`config.mk`:
```
export PLATFORM = sky130hd
export DESIGN_NAME = ex_mul_seq_flat
export DESIGN_NICKNAME = d
export VERILOG_FILES = /design/src/rtl/ex_mul_seq_if.sv /design/src/rtl/ex_mul_seq.sv /design/src/flat_wrapper.sv
export SDC_FILE = /design/constraint.sdc
export NUM_CORES = 1
export LEC_CHECK = 0
export CORE_MARGIN = 4
export CORE_UTILIZATION = 46
export DETAILED_ROUTE_END_ITERATION = 10
export GPL_ROUTABILITY_DRIVEN = 1
export PLACE_DENSITY = 0.79
export SLEW_MARGIN = 20
export SYNTH_ARGS = -nofsm -noshare
export SYNTH_HDL_FRONTEND = slang
export SYNTH_SLANG_ARGS = --single-unit
export TNS_END_PERCENT = 1
```
`constraint.sdc`:
```
create_clock -name clk -period 4.7 [get_ports clk]
set_input_delay 0.47 -clock clk [delete_from_list [all_inputs] [get_ports clk]]
set_output_delay 0.47 -clock clk [all_outputs]
set_load 0.03 [all_outputs]
```
`src/rtl/ex_mul_seq_if.sv`:
```
// Handshake and shared-ALU bus between the EX-stage multiply sequencer and its surroundings.
interface ex_mul_seq_if #(parameter int W = 32);
  logic         start;
  logic [W-1:0] mcand;
  logic [W-1:0] mplier;
  logic [W-1:0] alu_z;
  logic         alu_grant;
  logic [W-1:0] alu_a;
  logic [W-1:0] alu_b;
  logic [2:0]   alu_op;
  logic         stall;
  logic         busy;
  logic         done;
  logic [W-1:0] product;

  modport master (
    output start, mcand, mplier, alu_z,
    input  alu_grant, alu_a, alu_b, alu_op, stall, busy, done, product
  );

  modport slave (
    input  start, mcand, mplier, alu_z,
    output alu_grant, alu_a, alu_b, alu_op, stall, busy, done, product
  );
endinterface

```
`src/rtl/ex_mul_seq.sv`:
```
// Shift-and-add multiply sequencer that borrows the shared EX ALU for W cycles
// and stalls the pipeline until the low W product bits are ready.
module ex_mul_seq #(
  parameter int         W      = 32,
  parameter logic [2:0] ADD_OP = 3'b010
) (
  input logic         clk,
  input logic         reset,
  ex_mul_seq_if.slave bus
);
  localparam int CW = $clog2(W) + 1;

  typedef enum logic [1:0] {IDLE, RUN, DONE} state_t;

  state_t        state;
  logic [W-1:0]  m;
  logic [W-1:0]  q;
  logic [W-1:0]  acc;
  logic [CW-1:0] cnt;
  logic [W-1:0]  product_r;
  logic          run;

  // Every partial sum goes through the shared ALU; alu_z is only trusted in RUN.
  always_ff @(posedge clk or posedge reset) begin
    if (reset) begin
      state     <= IDLE;
      m         <= '0;
      q         <= '0;
      acc       <= '0;
      cnt       <= '0;
      product_r <= '0;
    end else begin
      case (state)
        IDLE: begin
          if (bus.start) begin
            m     <= bus.mcand;
            q     <= bus.mplier;
            acc   <= '0;
            cnt   <= '0;
            state <= RUN;
          end
        end
        RUN: begin
          acc <= bus.alu_z;
          m   <= {m[W-2:0], 1'b0};
          q   <= {1'b0, q[W-1:1]};
          cnt <= cnt + CW'(1);
          if (cnt == CW'(W - 1)) begin
            product_r <= bus.alu_z;
            state     <= DONE;
          end
        end
        DONE:    state <= IDLE;
        default: state <= IDLE;
      endcase
    end
  end

  assign run = (state == RUN);

  assign bus.alu_grant = run;
  assign bus.busy      = run;
  assign bus.done      = (state == DONE);
  assign bus.alu_a     = run ? acc : '0;
  assign bus.alu_b     = (run && q[0]) ? m : '0;
  assign bus.alu_op    = ADD_OP;
  // Combinational so the issuing instruction freezes in the very cycle start is accepted.
  assign bus.stall     = ((state == IDLE) && bus.start) || run;
  assign bus.product   = product_r;
endmodule

```
`src/flat_wrapper.sv`:
```
// flat-port wrapper written by rule: the top's interface ports become plain ports
module ex_mul_seq_flat 
#(
  parameter int         W      = 32,
  parameter logic [2:0] ADD_OP = 3'b010
)
  (clk, reset, bus_start, bus_mcand, bus_mplier, bus_alu_z, bus_alu_grant, bus_alu_a, bus_alu_b, bus_alu_op, bus_stall, bus_busy, bus_done, bus_product);
  ex_mul_seq_if #(.W(W)) bus_i ();
  input logic clk;
  input logic reset;
  input wire logic [$bits(bus_i.start)-1:0] bus_start;
  input wire logic [$bits(bus_i.mcand)-1:0] bus_mcand;
  input wire logic [$bits(bus_i.mplier)-1:0] bus_mplier;
  input wire logic [$bits(bus_i.alu_z)-1:0] bus_alu_z;
  output wire logic [$bits(bus_i.alu_grant)-1:0] bus_alu_grant;
  output wire logic [$bits(bus_i.alu_a)-1:0] bus_alu_a;
  output wire logic [$bits(bus_i.alu_b)-1:0] bus_alu_b;
  output wire logic [$bits(bus_i.alu_op)-1:0] bus_alu_op;
  output wire logic [$bits(bus_i.stall)-1:0] bus_stall;
  output wire logic [$bits(bus_i.busy)-1:0] bus_busy;
  output wire logic [$bits(bus_i.done)-1:0] bus_done;
  output wire logic [$bits(bus_i.product)-1:0] bus_product;
  assign bus_i.start = bus_start;
  assign bus_i.mcand = bus_mcand;
  assign bus_i.mplier = bus_mplier;
  assign bus_i.alu_z = bus_alu_z;
  assign bus_alu_grant = bus_i.alu_grant;
  assign bus_alu_a = bus_i.alu_a;
  assign bus_alu_b = bus_i.alu_b;
  assign bus_alu_op = bus_i.alu_op;
  assign bus_stall = bus_i.stall;
  assign bus_busy = bus_i.busy;
  assign bus_done = bus_i.done;
  assign bus_product = bus_i.product;
  ex_mul_seq #(.W(W), .ADD_OP(ADD_OP)) u_core (.clk(clk), .reset(reset), .bus(bus_i));
endmodule
```
=== After elaboration in Yosys (flattened, before gate mapping) ===
Cells that the tools add are included.
W data, S select, Z words.

* Reductions and logical operators: 8
* Multipliers: 0
* Order comparisons: 0
* Bitwise operators: 0
* Shifts and indexed selects: 0
* Equality and inequality tests: 5
* $add $sub $neg: 1
* Div/mod/pow operators: 0
* Muxes and demuxes: 13

{| class="wikitable"
|+ Operator list
! kind !! number
|-
| $pmux W32 S2 || 3
|-
| $mux W32 || 5
|-
| $pmux W6 S2 || 1
|-
| $add A6 B1 Y6 const B || 1
|-
| $eq A6 B5 Y1 const B || 1
|-
| $mux W6 || 1
|-
| $reduce_and A2 Y1 || 3
|-
| $mux W2 || 2
|-
| $ne A2 B2 Y1 const B || 2
|-
| $pmux W2 S2 || 1
|-
| $eq A2 B1 Y1 const B || 1
|-
| $eq A2 B2 Y1 const B || 1
|-
| $logic_and A1 B1 Y1 || 2
|-
| $logic_not A2 Y1 || 1
|-
| $reduce_bool A2 Y1 || 1
|-
| $logic_or A1 B1 Y1 || 1
|}

* Bits in registers: 136
* Memories kept: 0
* Output and inout bits: 103
* Bits in read-only memories: 0
* Latch bits: 0
* RAM bits: 0
* Word-level logic and storage cells: 33

=== Longest topological paths before layout ===
Gate-level depths: netlist (run 1).

* Depth after elaboration: 3
* Gate-level depth with buffers: 8
* Mapped depth without buffers: 4

=== Worst setup path after synthesis (run 1) ===
No wires, ideal clock.

* Path type: register to output
* From: reg u_core.state[1]
* To: out bus_alu_b[29]
* Stages on the path, launching flop included: 8
* Data arrival time: 1.710 ns
* Path slack: 2.520 ns
* Data required time: 4.230 ns
* Cells stage by stage: dfrtp_1 buf_6 nand2b_4 buf_6 inv_1 clkbuf_1 clkbuf_1 and3_1

* Longest elaborated chain between the ends: 3

{| class="wikitable"
|+ RTL lines
! item !! line !! RTL
|-
| start, declared || ex_mul_seq.sv:15 || <nowiki>state_t state;</nowiki>
|-
| start signal, assigned || ex_mul_seq.sv:26 || <nowiki>state <= IDLE;</nowiki>
|-
| start signal, assigned || ex_mul_seq.sv:40 || <nowiki>state <= RUN;</nowiki>
|-
| start signal, assigned || ex_mul_seq.sv:50 || <nowiki>state <= DONE;</nowiki>
|-
| $eq A2 B1 Y1 || ex_mul_seq.sv:59 || <nowiki>assign run = (state == RUN);</nowiki>
|-
| $logic_and A1 B1 Y1 || ex_mul_seq.sv:65 || <nowiki>assign bus.alu_b = (run && q[0]) ? m : '0;</nowiki>
|-
| $mux W32 || ex_mul_seq.sv:65 ||
|-
| end, declared || flat_wrapper.sv:17 || <nowiki>output wire logic [$bits(bus_i.alu_b)-1:0] bus_alu_b;</nowiki>
|}

No other way between the ends.

=== Worst setup path in the final report (run 1) ===
* From: reg u_core.state[0]
* To: out bus_alu_a[20]

* Longest elaborated chain between the ends: 2

{| class="wikitable"
|+ RTL lines
! item !! line !! RTL
|-
| $eq A2 B1 Y1 || ex_mul_seq.sv:59 ||
|-
| $mux W32 || ex_mul_seq.sv:64 || <nowiki>assign bus.alu_a = run ? acc : '0;</nowiki>
|-
| end, declared || flat_wrapper.sv:16 || <nowiki>output wire logic [$bits(bus_i.alu_a)-1:0] bus_alu_a;</nowiki>
|}

No other way between the ends.

==> results of run 1 <==
metrics by stage:
step | power (W) | area (µm²) | util [%] | std cells | setup WS, ps
finish | 0.00583 | 8830 | 66.9 | 905 | 1540
global route | 0.00614 | 8830 | 66.9 | 905 | 1330
CTS | 0.00587 | 8820 | 66.9 | 905 | 1500
detailed placement | 0.00445 | 8200 | 62.2 | 874 | 1820
global placement | 0.00437 | 8200 | 62.2 | 874 | 1860
floorplan | 0.00347 | 6190 | - | 549 | 591
routing by layer:
metal	routed length (µm)	vias up
met5	0	-
met4	261	0
met3	925	21
met2	7710	169
met1	6970	2409
li1	-	2319
critical path: stages, from the launching register on:
cell and delay [ps]:
dfrtp_1 570, nand2b_4 80, inv_2 240, buf_4 470, and2_1 200, clkdlybuf4s50_1 700
where the power goes:
part	internal (W)	switching, W	total [W]
Combinational	0.00115	0.00130	0.00245
Sequential	0.00162	0.000359	0.00198
Clock	0.000911	0.000491	0.00140
Total	0.00369	0.00215	0.00583
cells in the final DEF (no fill, tap or decap), types with 6 or more instances in the layout:
cell and n:
and3_1 33, clkdlybuf4s50_1 198, o22ai_1 57, a21oi_1 30, nand2_1 38, mux2i_1 33, and2_1 35, buf_4 6
mux2_4 29, a22o_1 33, dfrtp_1 136, o21ai_0 40, clkbuf_16 17
layout make-up:
cell class / count / area share [%]
clock buffers: 19 / 5.13
inverters: 7 / 0.354
clock inverters: 12 / 1.97
flip-flops and latches: 136 / 38.6
repair buffers: 204 / 23.0
well taps: 176 / 2.49
multi-input cells: 351 / 28.5
final timing paths:
check | from | endpoint | slack [ps]
max | u_core.state[0] | bus_alu_a[20] | 1540
min | u_core.acc[5] | u_core.acc[5] | 500
max reg2reg | u_core.state[0] | u_core.bus.product[4] | 1850
min reg2reg | u_core.acc[5] | u_core.acc[5] | 500
max in group asynchronous | reset | u_core.acc[12] | 3030
min in group asynchronous | reset | u_core.acc[26] | 620
state kept, by name, indices dropped and copies added, names as in the netlist:
| signal | flops |
|---|---|
| u_core.cnt | 6 |
| u_core.m | 32 |
| u_core.acc | 32 |
| u_core.state | 2 |
| u_core.q | 32 |
| u_core.bus.product | 32 |
kinds of logic (layout without fill, tap and decap cells):
group / count (synthesis) / count (layout)
compound gates: 166 / 166
buf+inv: 62 / 242
flops: 136 / 136
fa+ha+maj: 1 / 1
mux: 65 / 65
simple gates: 116 / 116
other cells: 2 / 3
==> flow_summary.toml, run 1 <==
[worst_setup_path]
critPathRequiredTime_ps = 4230
reg2reg_depth = 4
start_kind = "flop"
crit_type = "flop to output port"
crit_fanout = 53
worstPathArrival_ps = 2690
end_kind = "output port"

[timing]
finalHoldViolations = 0
max_freq_ghz = 0.316
finalMaxSlewViolations = 0
slew_headroom_pct = 28.2
whs_ps = 496
fin_crit_sh_pct = 67.3
setup_viol_count_final = 0
rsz0062_at_grt = "no"
skew_ps = 9.24
post-route-min-period_ps = 3160
fin_tns_setup_ps = 0
worst_slew_pin_slew_ps = 1080

[synth]
synth_cell_types = 31
yosysMostFrequentCell = "dfrtp_1"
synth_top_flop_cell = "dfrtp_1"
synth_area_um2 = 6190
synth-seq-cells = 136
synth.top_cells.by_count = "136 x dfrtp_1, 57 x o22ai_1, 43 x clkbuf_1, 40 x o21ai_0, 38 x nand2_1"
yosys-top-cells-area = "dfrtp_1 55%, mux2_4 7.0%, o22ai_1 5.8%"
synthSimpleGateAreaFrac_pct = 10.3
synth_fa_ha_area_share_pct = 0.202
yosys.area.top_type = "dfrtp_1"
synth.avg_cell_area_um2 = 11.3
synth_xor_area_share_pct = 0
synth_compound_area_share_pct = 16.9
synth_top_family_by_area = "compound AO/OA/AOI/OAI gates"
synthMuxAreaShare_pct = 12.9
synth.top_cell.area_share_pct = 55.0
synth_cells = 548
async_flop_share_pct = 100
yosysSeqAreaShare_pct = 55.0
yosysWarnings = 0
synth_edf_count = 0

[layout]
area_growth_syn_to_layout_pct = 42.6
antennaDiodeCount = 0
drive_gt1_share_pct = 10.3
num-fill-cells = 1028
multiInputGateArea_um2 = 2520
layout.nets = 817
seqCellArea_um2 = 3400

[floorplan]
ios = 202
die-area_um2 = 15400
die_height_um = 124
core_area_um2 = 13200
fp.dieW_um = 124
start_util_pct = 46.9
rows = 42

[grt]
grt.busiest_layer = "met2"
grt-ovfl-total = 0
grt_pass1_wl_mm = 25.2
met3_usage_pct = 5.31
grt_usage_pct = 20.9
antenna_found_initial = 0
grt_pass1_vias = 4976
grt_max_degree = 103
use_met2_pct = 33.1
met1_usage_pct = 28.3

[clock_network]
cts_buffers = 17
hold_buffers = 0
cts-resized-gates = 0
cts_tree = "built"
max-clock-path-buffers = 2
htreeDepth = 4
path_clk_slew_ps = 50
clockRootBuffer = "clkbuf_16"
numClockSinks = 136
clk-insertion-delay-late_ps = 410
cts_setup_buffers = 0

[job]
drv_cap = 0

[placement]
numPortBuffers = 198
hpwl_mm = 10.5
globalplace.congestion = 0.826

[routing]
first_pass_iters = 6
wl_mm = 15.9
post-route-drc-count = 0
num_vias = 4918
wl_per_cell_um = 17.5
drtIter0Drc = 386
vias_per_cell = 5.43
ant_nets = 0

[worst_hold_path]
hold_class = "flop to flop"
whs_path_depth = 1

[power_and_ir_drop]
power_density_nw_per_um2 = 661
leakage_nw = 3.87
max-vdd-ir-drop_mv = 0.337

[outcome]
status = "finished, final reports clean"
Power figures use the tool's default switching activity.
==> inputs of run 2 (changes only) <==
==> constraint.sdc (replaced) <==
create_clock -name clk -period 3.05 [get_ports clk]
set_input_delay 0.305 -clock clk [delete_from_list [all_inputs] [get_ports clk]]
set_output_delay 0.305 -clock clk [all_outputs]
set_load 0.03 [all_outputs]
==> flow_summary.toml, run 2 (same netlist as run 1, synthesis figures left out) <==
[outcome]
status = "finished, final reports clean"

[clock_network]
clk-insertion-delay-late_ps = 410
max-clock-path-buffers = 2
clockRootBuffer = "clkbuf_16"
path_clk_slew_ps = 60
numClockSinks = 136
cts-resized-gates = 0
htreeDepth = 4
cts_setup_buffers = 0
cts_tree = "built"
cts_buffers = 17
hold_buffers = 0

[layout]
drive_gt1_share_pct = 17.2
postLayoutCellArea_um2 = 8700
layout_commonest_cell = "clkdlybuf4s50_1"
area_growth_syn_to_layout_pct = 40.5
layout_common_cells = "145 x clkdlybuf4s50_1, 136 x dfrtp_1, 57 x o22ai_1, 57 x buf_4, 40 x o21ai_0"
antennaDiodeCount = 0
layout.nets = 818

[grt]
grt_pass1_wl_mm = 25.0
grt_max_degree = 137
grt.busiest_layer = "met2"
grt_pass1_vias = 4955
met3_usage_pct = 4.68
antenna_found_initial = 0
met1_usage_pct = 27.5
use_met2_pct = 33.5
grt_usage_pct = 20.7
grt-ovfl-total = 0

[routing]
num_vias = 4960
drtIter0Drc = 404
wl_mm = 15.9
wl_per_cell_um = 17.6
vias_per_cell = 5.47
post-route-drc-count = 0
ant_nets = 0
first_pass_iters = 5

[floorplan]
rows = 42
die-area_um2 = 15400
start_util_pct = 46.9
fp.dieW_um = 124
ios = 202
die_height_um = 124
core_area_um2 = 13200

[worst_hold_path]
hp-start = "u_core.m[31]"
hold_class = "flop to flop"

[timing]
finalHoldViolations = 0
fin_tns_setup_ps = 0
max_freq_ghz = 0.355
skew_ps = 7.14
rsz0062_at_grt = "no"
post-route-min-period_ps = 2820
fin_crit_sh_pct = 92.4
setup_viol_count_final = 0
worst_slew_pin_slew_ps = 1000
slew_headroom_pct = 33.1
finalMaxSlewViolations = 0

[job]
drv_cap = 0

[worst_setup_path]
crit_type = "flop to output port"
startpoint = "u_core.state[1]"
worstPathArrival_ps = 2510
critPathRequiredTime_ps = 2740
start_kind = "flop"
end_kind = "output port"
rr_startpoint = "u_core.cnt[0]"
crit_fanout = 43

[power_and_ir_drop]
power_density_nw_per_um2 = 1010
max-vdd-ir-drop_mv = 0.522
leakage_nw = 3.95

[placement]
numPortBuffers = 198
hpwl_mm = 10.5
globalplace.congestion = 0.818
place_area_um2 = 8110
-- run 2: path summary, 6_finish.rpt --
kind / cells after the start / slack, ps / endpoint
max: 4 / 230 / bus_alu_a[18]
min: 2 / 480 / u_core.m[31]
max reg2reg: 5 / 820 / u_core.bus.product[12]
min reg2reg: 2 / 480 / u_core.m[31]
max in group asynchronous: 3 / 2080 / u_core.m[19]
min in group asynchronous: 3 / 490 / u_core.acc[27]
-- run 2: critical path: stages, from the launching register on --
cell             delay (ps)
dfrtp_1                 480
nand2b_4                200
inv_2                   510
and2_1                  240
clkdlybuf4s50_1         670
-- run 2: through the flow --
stage / power [W] / hold slack [ps] / utilization, % / worst slack [ps] / std cells
floorplan: 0.00535 / 438 / - / 1030 / 549
detailed placement: 0.00681 / 472 / 61.5 / 666 / 875
global placement: 0.00668 / 465 / 61.5 / 748 / 875
finish: 0.00880 / 480 / 65.9 / 232 / 907
CTS: 0.00887 / 484 / 65.9 / 211 / 907
global route: 0.00927 / 502 / 65.9 / 96.9 / 907
-- run 2: routing by layer --
metal	wire length, µm	up-vias
met2	7990	208
li1	-	2322
met4	275	0
met5	0	-
met1	6600	2408
met3	1070	22
-- run 2: layout make-up --
class | instances | area [µm²]
sequential | 136 | 3400
inverter | 7 | 30.0
clock buffer | 25 | 495
clock inverter | 7 | 91.3
timing repair buffer | 205 | 1940
multi-input combinational | 351 | 2520
tap | 176 | 220
fill | 1025 | 4490
-- run 2: report_power, final --
| part | internal, W | leakage, nW | switching (W) |
|---|---|---|---|
| logic | 0.00170 | 2.00 | 0.00204 |
| clock network | 0.00129 | 0.287 | 0.000728 |
| registers | 0.00250 | 1.67 | 0.000541 |
==> RTL edit 1 (config.mk and constraints of run 2) <==
`W` is set to 32 in 3 places; all go to 16.
--- a/src/rtl/ex_mul_seq_if.sv
+++ b/src/rtl/ex_mul_seq_if.sv
@@ -1,5 +1,5 @@
 // Handshake and shared-ALU bus between the EX-stage multiply sequencer and its surroundings.
-interface ex_mul_seq_if #(parameter int W = 32);
+interface ex_mul_seq_if #(parameter int W = 16);
   logic         start;
   logic [W-1:0] mcand;
   logic [W-1:0] mplier;
--- a/src/rtl/ex_mul_seq.sv
+++ b/src/rtl/ex_mul_seq.sv
@@ -1,7 +1,7 @@
 // Shift-and-add multiply sequencer that borrows the shared EX ALU for W cycles
 // and stalls the pipeline until the low W product bits are ready.
 module ex_mul_seq #(
-  parameter int         W      = 32,
+  parameter int         W      = 16,
   parameter logic [2:0] ADD_OP = 3'b010
 ) (
   input logic         clk,
--- a/src/flat_wrapper.sv
+++ b/src/flat_wrapper.sv
@@ -1,7 +1,7 @@
 // flat-port wrapper written by rule: the top's interface ports become plain ports
 module ex_mul_seq_flat 
 #(
-  parameter int         W      = 32,
+  parameter int         W      = 16,
   parameter logic [2:0] ADD_OP = 3'b010
 )
   (clk, reset, bus_start, bus_mcand, bus_mplier, bus_alu_z, bus_alu_grant, bus_alu_a, bus_alu_b, bus_alu_op, bus_stall, bus_busy, bus_done, bus_product);
Interface: changed (6 resized); port bits go from 202 to 106. The function was not compared with the original's and may differ.
==> RTL edit 1 against run 2 <==
First-iteration DRC count decreased by 61%; setup slack improved by 170 ps; synthesized cell count decreased by 41%; design area decreased by 46%; clock power decreased by 68%; power decreased by 45%; area after synthesis decreased by 45%; combinational power decreased by 33%; wire length decreased by 46%; sequential cell count decreased by 65; non-clock buffer count decreased by 96; highest routed layer unchanged.
==> RTL edit 1: results (changes against run 2) <==
\begin{tabular}{lr}
\hline
Metric & Value \\
\hline
\multicolumn{2}{l}{\textbf{Place}} \\
Setup WS pre-CTS & 739.2 ps (was 665.5 ps) \\
\# port buffers & 102 (was 198) \\
\multicolumn{2}{l}{\textbf{Synthesis}} \\
Post-Syn Instances & 323 (was 548) \\
Most common library cells after synthesis & sky130\_fd\_sc\_hd\_\_dfrtp\_1, sky130\_fd\_sc\_hd\_\_o21ai\_0, sky130\_fd\_sc\_hd\_\_a21oi\_1, sky130\_fd\_sc\_hd\_\_a22oi\_1, sky130\_fd\_sc\_hd\_\_nor2b\_1 (was sky130\_fd\_sc\_hd\_\_dfrtp\_1, sky130\_fd\_sc\_hd\_\_o22ai\_1, sky130\_fd\_sc\_hd\_\_clkbuf\_1, sky130\_fd\_sc\_hd\_\_o21ai\_0, sky130\_fd\_sc\_hd\_\_nand2\_1) \\
Ranking of synthesized cells by area & sky130\_fd\_sc\_hd\_\_dfrtp\_1, sky130\_fd\_sc\_hd\_\_a22oi\_1, sky130\_fd\_sc\_hd\_\_o21ai\_0, sky130\_fd\_sc\_hd\_\_a21oi\_1, sky130\_fd\_sc\_hd\_\_nor2b\_1 (was sky130\_fd\_sc\_hd\_\_dfrtp\_1, sky130\_fd\_sc\_hd\_\_mux2\_4, sky130\_fd\_sc\_hd\_\_o22ai\_1, sky130\_fd\_sc\_hd\_\_mux2i\_1, sky130\_fd\_sc\_hd\_\_a22o\_1) \\
Sequential share of the synthesized area & 0.5181 (was 0.5498) \\
\multicolumn{2}{l}{\textbf{Layout}} \\
\# nets final & 467 (was 818) \\
Footprint of the multi-input gates & 1483 um2 (was 2519 um2) \\
Final instance count without filler cells & 516 (was 907) \\
\multicolumn{2}{l}{\textbf{Clock network}} \\
Clock latency on the worst-skew pair & 330 ps (was 410 ps) \\
Level count of the clock H-tree & 3 (was 4) \\
\multicolumn{2}{l}{\textbf{Run status}} \\
Run status & finished, final reports clean (unchanged) \\
\multicolumn{2}{l}{\textbf{Setup path}} \\
Launch point of the worst reg-to-reg path & u\_core.state[1] (was u\_core.cnt[0]) \\
Arrival time at the worst endpoint & 2340 ps (was 2510 ps) \\
Maximum fanout along the worst path & 73 (was 43) \\
\multicolumn{2}{l}{\textbf{Pwr}} \\
Clock Power & 0.652 mW (was 2.02 mW) \\
Pleak & 2.092 nW (was 3.953 nW) \\
Design internal power & 2.801 mW (was 5.494 mW) \\
\multicolumn{2}{l}{\textbf{Global route}} \\
Via count of the first global-routing pass & 2822 (was 4955) \\
\multicolumn{2}{l}{\textbf{Route}} \\
First-pass detailed-route iteration total & 4 (was 5) \\
\hline
\end{tabular}
## RTL edit 1: how the worst max path moves through the flow
| stage | cells after the start | endpoint | slack (ps) | from |
|---|---|---|---|---|
| after floorplan | 1 | u_core.acc[0] | 950 | reset |
| after global placement | 4 | bus_alu_a[7] | 830 | u_core.state[1] |
| after detailed placement | 4 | bus_alu_b[12] | 740 | u_core.state[1] |
| after CTS | 4 | bus_alu_b[12] | 370 | u_core.state[1] |
| after global routing | 4 | bus_alu_b[12] | 240 | u_core.state[1] |
| final | 4 | bus_alu_b[12] | 400 | u_core.state[1] |
## RTL edit 1: cell families after synthesis
family | Yosys count | share of synthesized area
simple gates | 79 | 0.1437
compound gates | 116 | 0.2120
fa+ha+maj | 2 | 0.007295
mux | 17 | 0.06531
flops | 71 | 0.5181
buf+inv | 36 | 0.05144
other cells | 2 | 0.002190
## RTL edit 1: per-layer routing
layer,part of all wire,vias to the layer above,GRT usage
li1,-,1326,-
met1,0.44,1369,0.2642
met2,0.51,62,0.3333
met3,0.033,18,0.03506
met4,0.024,0,0.08063
met5,0,-,0
## RTL edit 1: worst reg2reg max path, stage by stage (launching register included)
cell	delay (ps)
sky130_fd_sc_hd__dfrtp_1	370
sky130_fd_sc_hd__nand2b_1	200
sky130_fd_sc_hd__inv_4	500
sky130_fd_sc_hd__buf_4	310
sky130_fd_sc_hd__nand2_4	210
sky130_fd_sc_hd__mux2_4	360
## RTL edit 1: final cells by class
class / instances / share of cell area
flip-flops and latches: 71 / 0.3804
repair buffers: 109 / 0.2352
multi-input cells: 217 / 0.3174
inverters: 6 / 0.005358
clock buffers: 13 / 0.03402
well taps: 99 / 0.02652
clock inverters: 1 / 0.001072
==> RTL edit 2 (flow settings as in run 2) <==
Without the edit above. Re-encode `state_t` (3 states) as one-hot, 3 bits wide.
--- a/src/rtl/ex_mul_seq.sv
+++ b/src/rtl/ex_mul_seq.sv
@@ -10,7 +10,7 @@
 );
   localparam int CW = $clog2(W) + 1;
 
-  typedef enum logic [1:0] {IDLE, RUN, DONE} state_t;
+  typedef enum logic [2:0] {IDLE = 3'b001, RUN = 3'b010, DONE = 3'b100} state_t;
 
   state_t        state;
   logic [W-1:0]  m;
Function: same outputs for any inputs over 10 cycles, from zero or initial values and one cycle with reset high; not proved beyond that.
==> RTL edit 2 against run 2 <==
Setup slack lost 110 ps; wire length grew 0.42%; utilization grew 2.3 points; area after synthesis shrank 4.5%; power shrank 16%; sequential cell count grew 1; hold slack lost 87 ps; design area shrank 0.95%; critical path type unchanged; critical endpoint is now bus_alu_b[5].
==> RTL edit 2: results (changes against run 2) <==
\begin{tabular}{lr}
\hline
Metric & Value \\
\hline
\multicolumn{2}{l}{\textbf{Setup path}} \\
Number of cells traversed by the worst register-to-register path & 4 (was 5) \\
Flop-to-flop setup slack & 870 ps (was 820 ps) \\
Arrival time at the worst endpoint & 2620 ps (was 2510 ps) \\
Maximum fanout along the worst path & 56 (was 43) \\
\multicolumn{2}{l}{\textbf{Layout}} \\
Synth-to-Final Area Change & 45.70\% (was 40.53\%) \\
Share of the final layout cell area in sequential cells & 0.3981 (was 0.3913) \\
CLK BUF & 22 (was 25) \\
Final instance count without filler cells & 900 (was 907) \\
Share of post-route cells with drive strength above 1 & 0.1497 (was 0.1724) \\
Non-clock buffer count & 208 (was 205) \\
Multi-input combinational cell count & 347 (was 351) \\
\multicolumn{2}{l}{\textbf{STA}} \\
Setup Skew & 17.21 ps (was 7.142 ps) \\
Crit share post-route & 0.9587 (was 0.9239) \\
WHS & 392.8 ps (was 480.0 ps) \\
\multicolumn{2}{l}{\textbf{Pwr}} \\
Maximum ir drop on the vdd rail & 735.5 uV (was 522.4 uV) \\
Switching part of the total & 0.3387 (was 0.3759) \\
\multicolumn{2}{l}{\textbf{Synthesis}} \\
Flop and latch count out of synthesis & 137 (was 136) \\
Most common library cells after synthesis & sky130\_fd\_sc\_hd\_\_dfrtp\_1, sky130\_fd\_sc\_hd\_\_nor2\_1, sky130\_fd\_sc\_hd\_\_nor3\_1, sky130\_fd\_sc\_hd\_\_o22ai\_1, sky130\_fd\_sc\_hd\_\_a22o\_1 (was sky130\_fd\_sc\_hd\_\_dfrtp\_1, sky130\_fd\_sc\_hd\_\_o22ai\_1, sky130\_fd\_sc\_hd\_\_clkbuf\_1, sky130\_fd\_sc\_hd\_\_o21ai\_0, sky130\_fd\_sc\_hd\_\_nand2\_1) \\
Ranking of synthesized cells by area & sky130\_fd\_sc\_hd\_\_dfrtp\_1, sky130\_fd\_sc\_hd\_\_o22ai\_1, sky130\_fd\_sc\_hd\_\_mux2\_2, sky130\_fd\_sc\_hd\_\_a22o\_1, sky130\_fd\_sc\_hd\_\_nor3\_1 (was sky130\_fd\_sc\_hd\_\_dfrtp\_1, sky130\_fd\_sc\_hd\_\_mux2\_4, sky130\_fd\_sc\_hd\_\_o22ai\_1, sky130\_fd\_sc\_hd\_\_mux2i\_1, sky130\_fd\_sc\_hd\_\_a22o\_1) \\
\multicolumn{2}{l}{\textbf{Place}} \\
Final Wtd Congestion & 0.8225 (was 0.8178) \\
Setup WS pre-CTS & 488.6 ps (was 665.5 ps) \\
\multicolumn{2}{l}{\textbf{Min path}} \\
Tightest Hold Check Type & input pin to asynchronous set/reset pin (was register to register) \\
\multicolumn{2}{l}{\textbf{Route}} \\
Total wire length after detailed routing & 16.01 mm (was 15.94 mm) \\
Via density per instance & 5.496 (was 5.469) \\
\multicolumn{2}{l}{\textbf{Global route}} \\
Total Routing Usage GR & 0.2234 (was 0.2069) \\
Maximum number of pins on one net before global-route repair & 71 (was 137) \\
\multicolumn{2}{l}{\textbf{Run status}} \\
Run status & finished, final reports clean (unchanged) \\
\hline
\end{tabular}
[RTL edit 2: cell families (layout without fill, tap and decap cells)]
logic type,count (synthesis),in the layout,share of synthesized area
AND/OR/NAND/NOR,205,205,0.1807
flip-flops,137,137,0.5800
AO/OA/AOI/OAI,104,104,0.1259
buffers and inverters,58,244,0.04570
multiplexers,34,34,0.06432
other,2,3,0.001270
adder cells (fa/ha/maj),1,1,0.002116
[RTL edit 2: stage by stage]
step / power, mW / utilization
2_1_floorplan: 4.399 / -
3_3_place_gp: 5.102 / 0.6319
3_5_place_dp: 5.202 / 0.6319
4_1_cts: 7.426 / 0.6825
5_1_grt: 7.841 / 0.6827
6_report: 7.381 / 0.6827
[RTL edit 2: metal layers]
layer  global-route usage  up-vias  wire (um)
li1                     -     2301          -
met5                    0        -          0
met4              0.07283        0        153
met3               0.1040       15       1588
met1               0.2859     2440       6801
met2               0.3371      190       7464
